$ cat config.mk
export PLATFORM = sky130hd
export DESIGN_NAME = fetch_sequencer
export DESIGN_NICKNAME = d
export VERILOG_FILES = /design/src/rtl/fetch_sequencer.sv
export SDC_FILE = /design/constraint.sdc
export NUM_CORES = 1
export LEC_CHECK = 0
export ABC_AREA = 1
export BUFFER_PORTS_ARGS = -buffer_cell sky130_fd_sc_hd__buf_2
export CAP_MARGIN = 10
export CORE_MARGIN = 8
export CORE_UTILIZATION = 51
export DETAILED_ROUTE_END_ITERATION = 6
export PLACE_DENSITY = 0.81
export SLEW_MARGIN = 10
export SYNTH_ARGS = -nofsm -noshare
export SYNTH_HDL_FRONTEND = slang
export SYNTH_SLANG_ARGS = --single-unit
export TNS_END_PERCENT = 30
$ cat constraint.sdc
create_clock -name clk -period 2.7 [get_ports clk]
set_input_delay 0.405 -clock clk [delete_from_list [all_inputs] [get_ports clk]]
set_output_delay 0.405 -clock clk [all_outputs]
set_load 0.05 [all_outputs]
$ cat src/rtl/fetch_sequencer.sv
// Front-end fetch sequencer: owns the PC, issues word fetches and buffers one instruction for decode.
// Defining FETCH_PERF_CNT_EN adds the perf_fetched / perf_stall counters.
module fetch_sequencer #(
  parameter int ADDR_WIDTH = 32,
  parameter int INSN_WIDTH = 32
) (
  input  logic                  clk,
  input  logic                  rst,
  input  logic [ADDR_WIDTH-3:0] rst_addr,
  input  logic                  redirect_valid,
  input  logic [ADDR_WIDTH-3:0] redirect_addr,
  input  logic                  halt_req,
  output logic                  imem_req_valid,
  output logic [ADDR_WIDTH-3:0] imem_req_addr,
  input  logic                  imem_req_ready,
  input  logic                  imem_resp_valid,
  input  logic [INSN_WIDTH-1:0] imem_resp_data,
  output logic                  insn_valid,
  output logic [INSN_WIDTH-1:0] insn_data,
  output logic [ADDR_WIDTH-3:0] insn_pc,
  input  logic                  insn_ready,
  output logic                  halted
`ifdef FETCH_PERF_CNT_EN
  ,
  output logic [31:0]           perf_fetched,
  output logic [31:0]           perf_stall
`endif
);

  localparam int PW = ADDR_WIDTH - 2;

  typedef enum logic [1:0] {S_RESET, S_REQ, S_WAIT, S_HALTED} state_e;

  state_e                state_q, state_d;
  logic [PW-1:0]         pc_q, pc_d;
  logic [PW-1:0]         req_pc_q, req_pc_d;
  logic                  kill_q, kill_d;
  logic                  pend_q, pend_d;
  logic                  buf_vld_q, buf_vld_d;
  logic [INSN_WIDTH-1:0] buf_data_q, buf_data_d;
  logic [PW-1:0]         buf_pc_q, buf_pc_d;
  logic                  buf_free, req_vld, req_hs;

  // pend_q keeps an offered but not yet accepted request stable even if halt_req rises.
  assign buf_free = !buf_vld_q || insn_ready;
  assign req_vld  = (state_q == S_REQ) && (pend_q || (buf_free && !halt_req));
  assign req_hs   = req_vld && imem_req_ready;

  always_comb begin
    state_d    = state_q;
    pc_d       = pc_q;
    req_pc_d   = req_pc_q;
    kill_d     = kill_q;
    pend_d     = pend_q;
    buf_vld_d  = buf_vld_q;
    buf_data_d = buf_data_q;
    buf_pc_d   = buf_pc_q;
    if (buf_vld_q && insn_ready) buf_vld_d = 1'b0;

    case (state_q)
      S_RESET: state_d = S_REQ;
      S_REQ: begin
        if (req_hs) begin
          req_pc_d = pc_q;
          pend_d   = 1'b0;
          state_d  = S_WAIT;
        end else if (req_vld) begin
          pend_d = 1'b1;
        end
        if (redirect_valid) begin
          pc_d      = redirect_addr;
          buf_vld_d = 1'b0;
          pend_d    = 1'b0;
          kill_d    = req_hs;
        end else if (req_hs) begin
          pc_d = pc_q + PW'(1);
        end else if (!req_vld && halt_req) begin
          state_d = S_HALTED;
        end
      end
      S_WAIT: begin
        if (imem_resp_valid) begin
          kill_d  = 1'b0;
          state_d = (halt_req && !redirect_valid) ? S_HALTED : S_REQ;
          if (!kill_q && !redirect_valid) begin
            buf_vld_d  = 1'b1;
            buf_data_d = imem_resp_data;
            buf_pc_d   = req_pc_q;
          end
        end
        // A redirect with no response yet leaves a stale response in flight; mark it for dropping.
        if (redirect_valid) begin
          pc_d      = redirect_addr;
          buf_vld_d = 1'b0;
          if (!imem_resp_valid) kill_d = 1'b1;
        end
      end
      S_HALTED: begin
        if (redirect_valid) begin
          pc_d      = redirect_addr;
          buf_vld_d = 1'b0;
          state_d   = S_REQ;
        end
      end
      default: state_d = S_RESET;
    endcase
  end

  always_ff @(posedge clk) begin
    if (rst) begin
      state_q    <= S_RESET;
      pc_q       <= rst_addr;
      kill_q     <= 1'b0;
      pend_q     <= 1'b0;
      buf_vld_q  <= 1'b0;
      buf_data_q <= '0;
      buf_pc_q   <= '0;
    end else begin
      state_q    <= state_d;
      pc_q       <= pc_d;
      kill_q     <= kill_d;
      pend_q     <= pend_d;
      buf_vld_q  <= buf_vld_d;
      buf_data_q <= buf_data_d;
      buf_pc_q   <= buf_pc_d;
    end
  end

  always_ff @(posedge clk) begin
    req_pc_q <= req_pc_d;
  end

  assign imem_req_valid = req_vld;
  assign imem_req_addr  = pc_q;
  assign insn_valid     = buf_vld_q;
  assign insn_data      = buf_data_q;
  assign insn_pc        = buf_pc_q;
  assign halted         = (state_q == S_HALTED);

`ifdef FETCH_PERF_CNT_EN
  logic [31:0] perf_fetched_q, perf_stall_q;

  always_ff @(posedge clk) begin
    if (rst) begin
      perf_fetched_q <= '0;
      perf_stall_q   <= '0;
    end else begin
      if (buf_vld_q && insn_ready) perf_fetched_q <= perf_fetched_q + 32'd1;
      if ((state_q == S_REQ) && ((req_vld && !imem_req_ready) || (!req_vld && !buf_free)))
        perf_stall_q <= perf_stall_q + 32'd1;
    end
  end

  assign perf_fetched = perf_fetched_q;
  assign perf_stall   = perf_stall_q;
`endif

`ifndef SYNTHESIS
  a_resp_only_in_wait: assert property (@(posedge clk) disable iff (rst)
    imem_resp_valid |-> (state_q == S_WAIT));
`endif

endmodule

# Word-level counts from Yosys, hierarchy flattened
# Cells that the tools add are included.
# classes
muxes,27
n_eq_ne,8
n_addsub,1
reduce_logical,26
# ops
operator,n
30-bit two-way mux,4
30-bit case mux with 2 select lines,1
"30-bit by 1-bit adder with 30-bit output, second input constant",1
2-bit two-way mux,7
1-bit two-way mux,12
2-bit case mux with 4 select lines,1
2-bit AND reduction,4
1-bit logical AND,7
"2-bit inequality test, second input constant",3
3-bit AND reduction,2
3-bit nonzero test,2
1-bit logical NOT,5
"2-bit == test, second input constant",2
"4-bit inequality test, second input constant",1
1-bit case mux with 2 select lines,2
2-bit OR reduction,2
"3-bit by 1-bit inequality test with 1-bit output, second input constant",1
"2-bit by 1-bit == test with 1-bit output, second input constant",1
2-bit logical NOT,1
1-bit logical OR,2
2-bit nonzero test,1
# totals
inputBits,99
regBits,127

# Longest topological paths before layout
# depth
depth_word,11
depth_mapped,10

# Least setup slack after synthesis
# Ideal clock, no wire load.
# synth_timing
path_type,register to register
from,register state_q[1]
to,"register pc_q[0], in the netlist imem_req_addr[0] (enable)"
n_path_buf,0
stages_incl_launch_ff,6
required_time_ns,2.313
t_arrival_ns,1.846
path_slack_ns,0.466
synth_period_minus_slack_ns,2.234
path_cell_list,dfxtp_1 > ha_1 > nor2_1 > a21oi_1 > nand2_1 > nand2_1
# synth_rtl
item,line_no,rtl
start: declaration,34,"state_e state_q, state_d;"
start signal: assignment,119,state_q <= state_d;
2-bit == test *,-,
net halted,22,output logic halted
2-bit OR reduction (no source line) *,-,
3-bit by 1-bit inequality test with 1-bit output (no source line) / 3-bit nonzero test (equally long branches),-,
3-bit AND reduction (no source line) *,-,
end signal: assignment,112,pc_q <= rst_addr;
end signal: assignment,120,pc_q <= pc_d;
end: declaration,35,"logic [PW-1:0] pc_q, pc_d;"
# The timed path passes the listed nets; every way through them passes the cells marked *.
# A chain may end at the register's enable or synchronous reset.

# Worst setup path after layout
# layout_timing
from,register state_q[0]
to,"register pc_q[10], in the netlist imem_req_addr[10], data pin"
# layout_via
elab_chain_cells,4
# layout_rtl
item,line_no,rtl
2-bit == test,60,case (state_q)
2-bit OR reduction (no source line),-,
30-bit case mux with 2 select lines *,60,
30-bit two-way mux *,110,if (rst) begin
# Mark *: on every way between the ends. The rest lies on a longest branch, timed or not.

==> impl_metrics.yaml <==
status:
  outcome: "finished, final reports clean"
power:
  clock_power_share_pct: 43.0
  p_int_mw: 3.728
  switchingPower_mw: 1.343
  total_power_mw: 5.071
  ir_drop_mv: 0.4888
  p_seq_share_pct: 44.1
  p_leak_nw: 3.613
  power_density_mw_per_mm2: 677.8
  power_frac_comb_pct: 13.0
  swShare_pct: 26.49
clock_tree:
  cts_made_buffers: 17
  root_buffer: "clkbuf_16"
  cts_resized: 0
  clock_path_buffers: 2
  htree_levels: 4
  clkTransAtPathRegs_ns: 0.05
  ctsHoldBuffers: 0
  cts_tree: "done"
  insertion_delay_ns: 0.41
  post_cts_buffers: 0
  clkSinkCount: 127
place:
  place_area_mm2: 0.006895
  post-dp-hpwl_mm: 11.99
  gp_congestion: 0.9208
  port_buffers: 193
sta:
  rsz0062_at_grt: "false"
  min_period_ns: 2.176
  hold_viol_final: 0
  timing.slew.headroom_pct: 55.54
  finalSetupTns_ns: 0
  report.final.setup_viol: 0
  finalMaxSlewViolations: 0
  fin_skew_ns: 0.008752
  worst_pin_slew_ns: 0.6660
  fmax_mhz: 459.5
  fin_crit_sh_pct: 80.60
synthesis:
  ys_types: 29
  seq_area_frac_synth_pct: 54.00
  avgSynthCellArea_um2: 7.908
  synth_enable_flop_cells: 60
  ys_warn_count: 0
  ys_ff_latch: 127
  synth_fp_nets: 840
  ys_async_sr_fraction_pct: 0
  yosys.area.top_type: "edfxtp_1"
  synth-main-ff-cell: "dfxtp_1"
  syn_area_mm2: 0.005821
  synth_cells: 736
  synth_top_area_share_pct: 30.95
  synth_area_leaders: "edfxtp_1 31%, dfxtp_1 23%, nor2_1 13%, nand2_1 9.4%, o21ai_0 7.1%"
floorplan:
  die_height_um: 122.8
  dieArea_mm2: 0.01509
  start_util_pct: 51.64
  ioPinCount: 194
  dieWidth_um: 122.8
  rows: 39
  core_mm2: 0.01127
setup_path:
  cp_slowest_stage_delay_ns: 0.36
  cp-start-kind: "flop"
  critPathTopFamily: "simple AND/OR/NAND/NOR gates"
  worstSetupPathType: "flop to flop"
  worst-path-max-fanout: 18
  worst-path-buf-inv: 3
  end_kind: "flop"
  crit_path_cell_trace: "inv_1 > ha_1 > nor2_1 > inv_1 > nor2_4 > buf_4 > o21ai_0 > nor2_1 > o21ai_1"
  cp.arrival_ns: 2.34
  cp.required_ns: 2.86
  cp_slowest_cell: "nor2_4"
final_layout:
  nets: 1029
  final_core_util_pct: 66.38
  drive_gt1_share_pct: 25.59
  num-fill-cells: 970
  area_delta_synth_final_pct: 28.55
  design_area_mm2: 0.007482
route:
  via_count: 5508
  final_antenna_net_count: 0
  drc: 0
  drt_wl_total_mm: 16.50
  first_pass_iters: 5
  post_drt_wl_per_cell_um: 15.23
  drt_iter0_drc: 492
  via_per_inst: 5.086
global_route:
  track_usage_pct: 22.14
  grt-ovfl-total: 0
  grt_pass1_wl_mm: 25.89
  grt_pass1_vias: 5201
  antenna_found_initial: 2
  grt_max_degree: 63
job:
  drv_cap: 0
hold_path:
  hold_class: "primary input to flop"
[synth_stat cells, types with 2 or more instances]
cell type	n
inv_1	40
o21ai_0	83
edfxtp_1	60
xnor2_1	2
nand4_1	7
clkbuf_1	11
ha_1	5
or2_2	2
dfxtp_1	67
nor2_4	2
xor2_1	3
clkbuf_2	6
nor3_1	9
nand3_1	39
o211ai_1	2
nor2_1	200
nand2_1	145
a21oi_1	17
o21ai_1	3
buf_4	2
buf_2	12
a31oi_1	3
inv_2	4
nand3b_1	7
[tightest hold or removal path, delay by kind of cell]
family                 cells  cell delay, ns
buffers and inverters      1            0.07
AND/OR/NAND/NOR            2            0.11
[logic make-up (layout without fill, tap and decap cells)]
| family | after synthesis | count (layout) | share of synthesized area [%] |
|---|---|---|---|
| and+or+nand+nor | 414 | 414 | 29.19 |
| DFF | 127 | 127 | 54.00 |
| AOI/OAI and AO/OA | 109 | 109 | 9.566 |
| buffers and inverters | 76 | 278 | 5.417 |
| adders and majority gates | 5 | 5 | 1.075 |
| xor gates and xnor gates | 5 | 5 | 0.7525 |
| other | 0 | 2 | 0 |
[sequential cells by signal, indices dropped and copies added, names as in the netlist]
name,cells
kill_q,1
insn_data,32
imem_req_addr,30
pend_q,1
state_q,2
insn_pc,30
insn_valid,1
req_pc_q,30
[power groups by stage]
stage                     Sequential, mW  Clock, mW  Combinational [mW]
after CTS                           2.23       2.21               0.659
after global routing                2.24       2.30               0.716
after detailed placement            2.27          0               0.654
final                               2.23       2.18               0.658
after global placement              2.27          0               0.646
after floorplan                     2.43          0               0.262
[through the flow]
step | cells | hold WS, ns | setup WS (ns)
floorplan | 736 | 0.4447 | 0.4664
global placement | 1049 | 0.4516 | 0.6101
detailed placement | 1049 | 0.4579 | 0.5272
CTS | 1081 | 0.2002 | 0.5258
global route | 1083 | 0.2133 | 0.3560
finish | 1083 | 0.2161 | 0.5237
[final cells by class]
class | instances | area, um^2 | share of cell area (%)
Multi-Input combinational cell | 533 | 2362 | 31.57
Tap cell | 143 | 178.9 | 2.391
Inverter | 44 | 165.2 | 2.207
Timing Repair Buffer | 202 | 1046 | 13.98
Clock buffer | 29 | 563.0 | 7.525
Clock inverter | 3 | 18.77 | 0.2508
Sequential cell | 127 | 3143 | 42.01
Antenna cell | 2 | 5.005 | 0.06689
[metal layers]
| layer | GRT usage, % | vias up | routed length (um) |
|---|---|---|---|
| met5 | 0 | - | 0 |
| met4 | 8.225 | 0 | 221 |
| met3 | 6.440 | 18 | 1101 |
| met2 | 36.43 | 168 | 8240 |
| met1 | 26.99 | 2536 | 6935 |
| li1 | - | 2786 | - |
[final timing paths]
kind / start / to / slack [ns] / cells after the start
setup / recovery: state_q[0]$_SDFFE_PP0P_ / imem_req_addr[10]$_DFFE_PP_ / 0.52 / 9
hold / removal: imem_resp_data[25] / insn_data[25]$_SDFFE_PP0P_ / 0.22 / 3
setup reg to reg: state_q[0]$_SDFFE_PP0P_ / imem_req_addr[10]$_DFFE_PP_ / 0.52 / 9
hold reg to reg: req_pc_q[25]$_DFFE_PP_ / insn_pc[25]$_SDFFE_PP0P_ / 0.47 / 2
[layout by cell type (no fill, tap or decap)]
cell type	n
buf_4	8
o21ai_0	83
nand3_1	39
clkbuf_1	5
or2_1	1
a31oi_1	3
ha_1	5
nand3b_1	7
nand3_2	1
xor2_1	3
clkbuf_8	5
nor3_4	1
nor2_4	2
clkbuf_16	19
o211ai_1	2
nor2_1	200
inv_2	5
clkinv_4	1
or2_2	2
clkinv_2	2
inv_1	39
xnor2_1	2
o21ai_1	3
buf_12	1
buf_2	193
nor3_1	9
o31ai_1	1
nand2_1	145
a21oi_1	17
dfxtp_1	67
edfxtp_1	60
diode_2	2
nand4_1	7
Note: power is estimated with default switching activity, not from simulation.
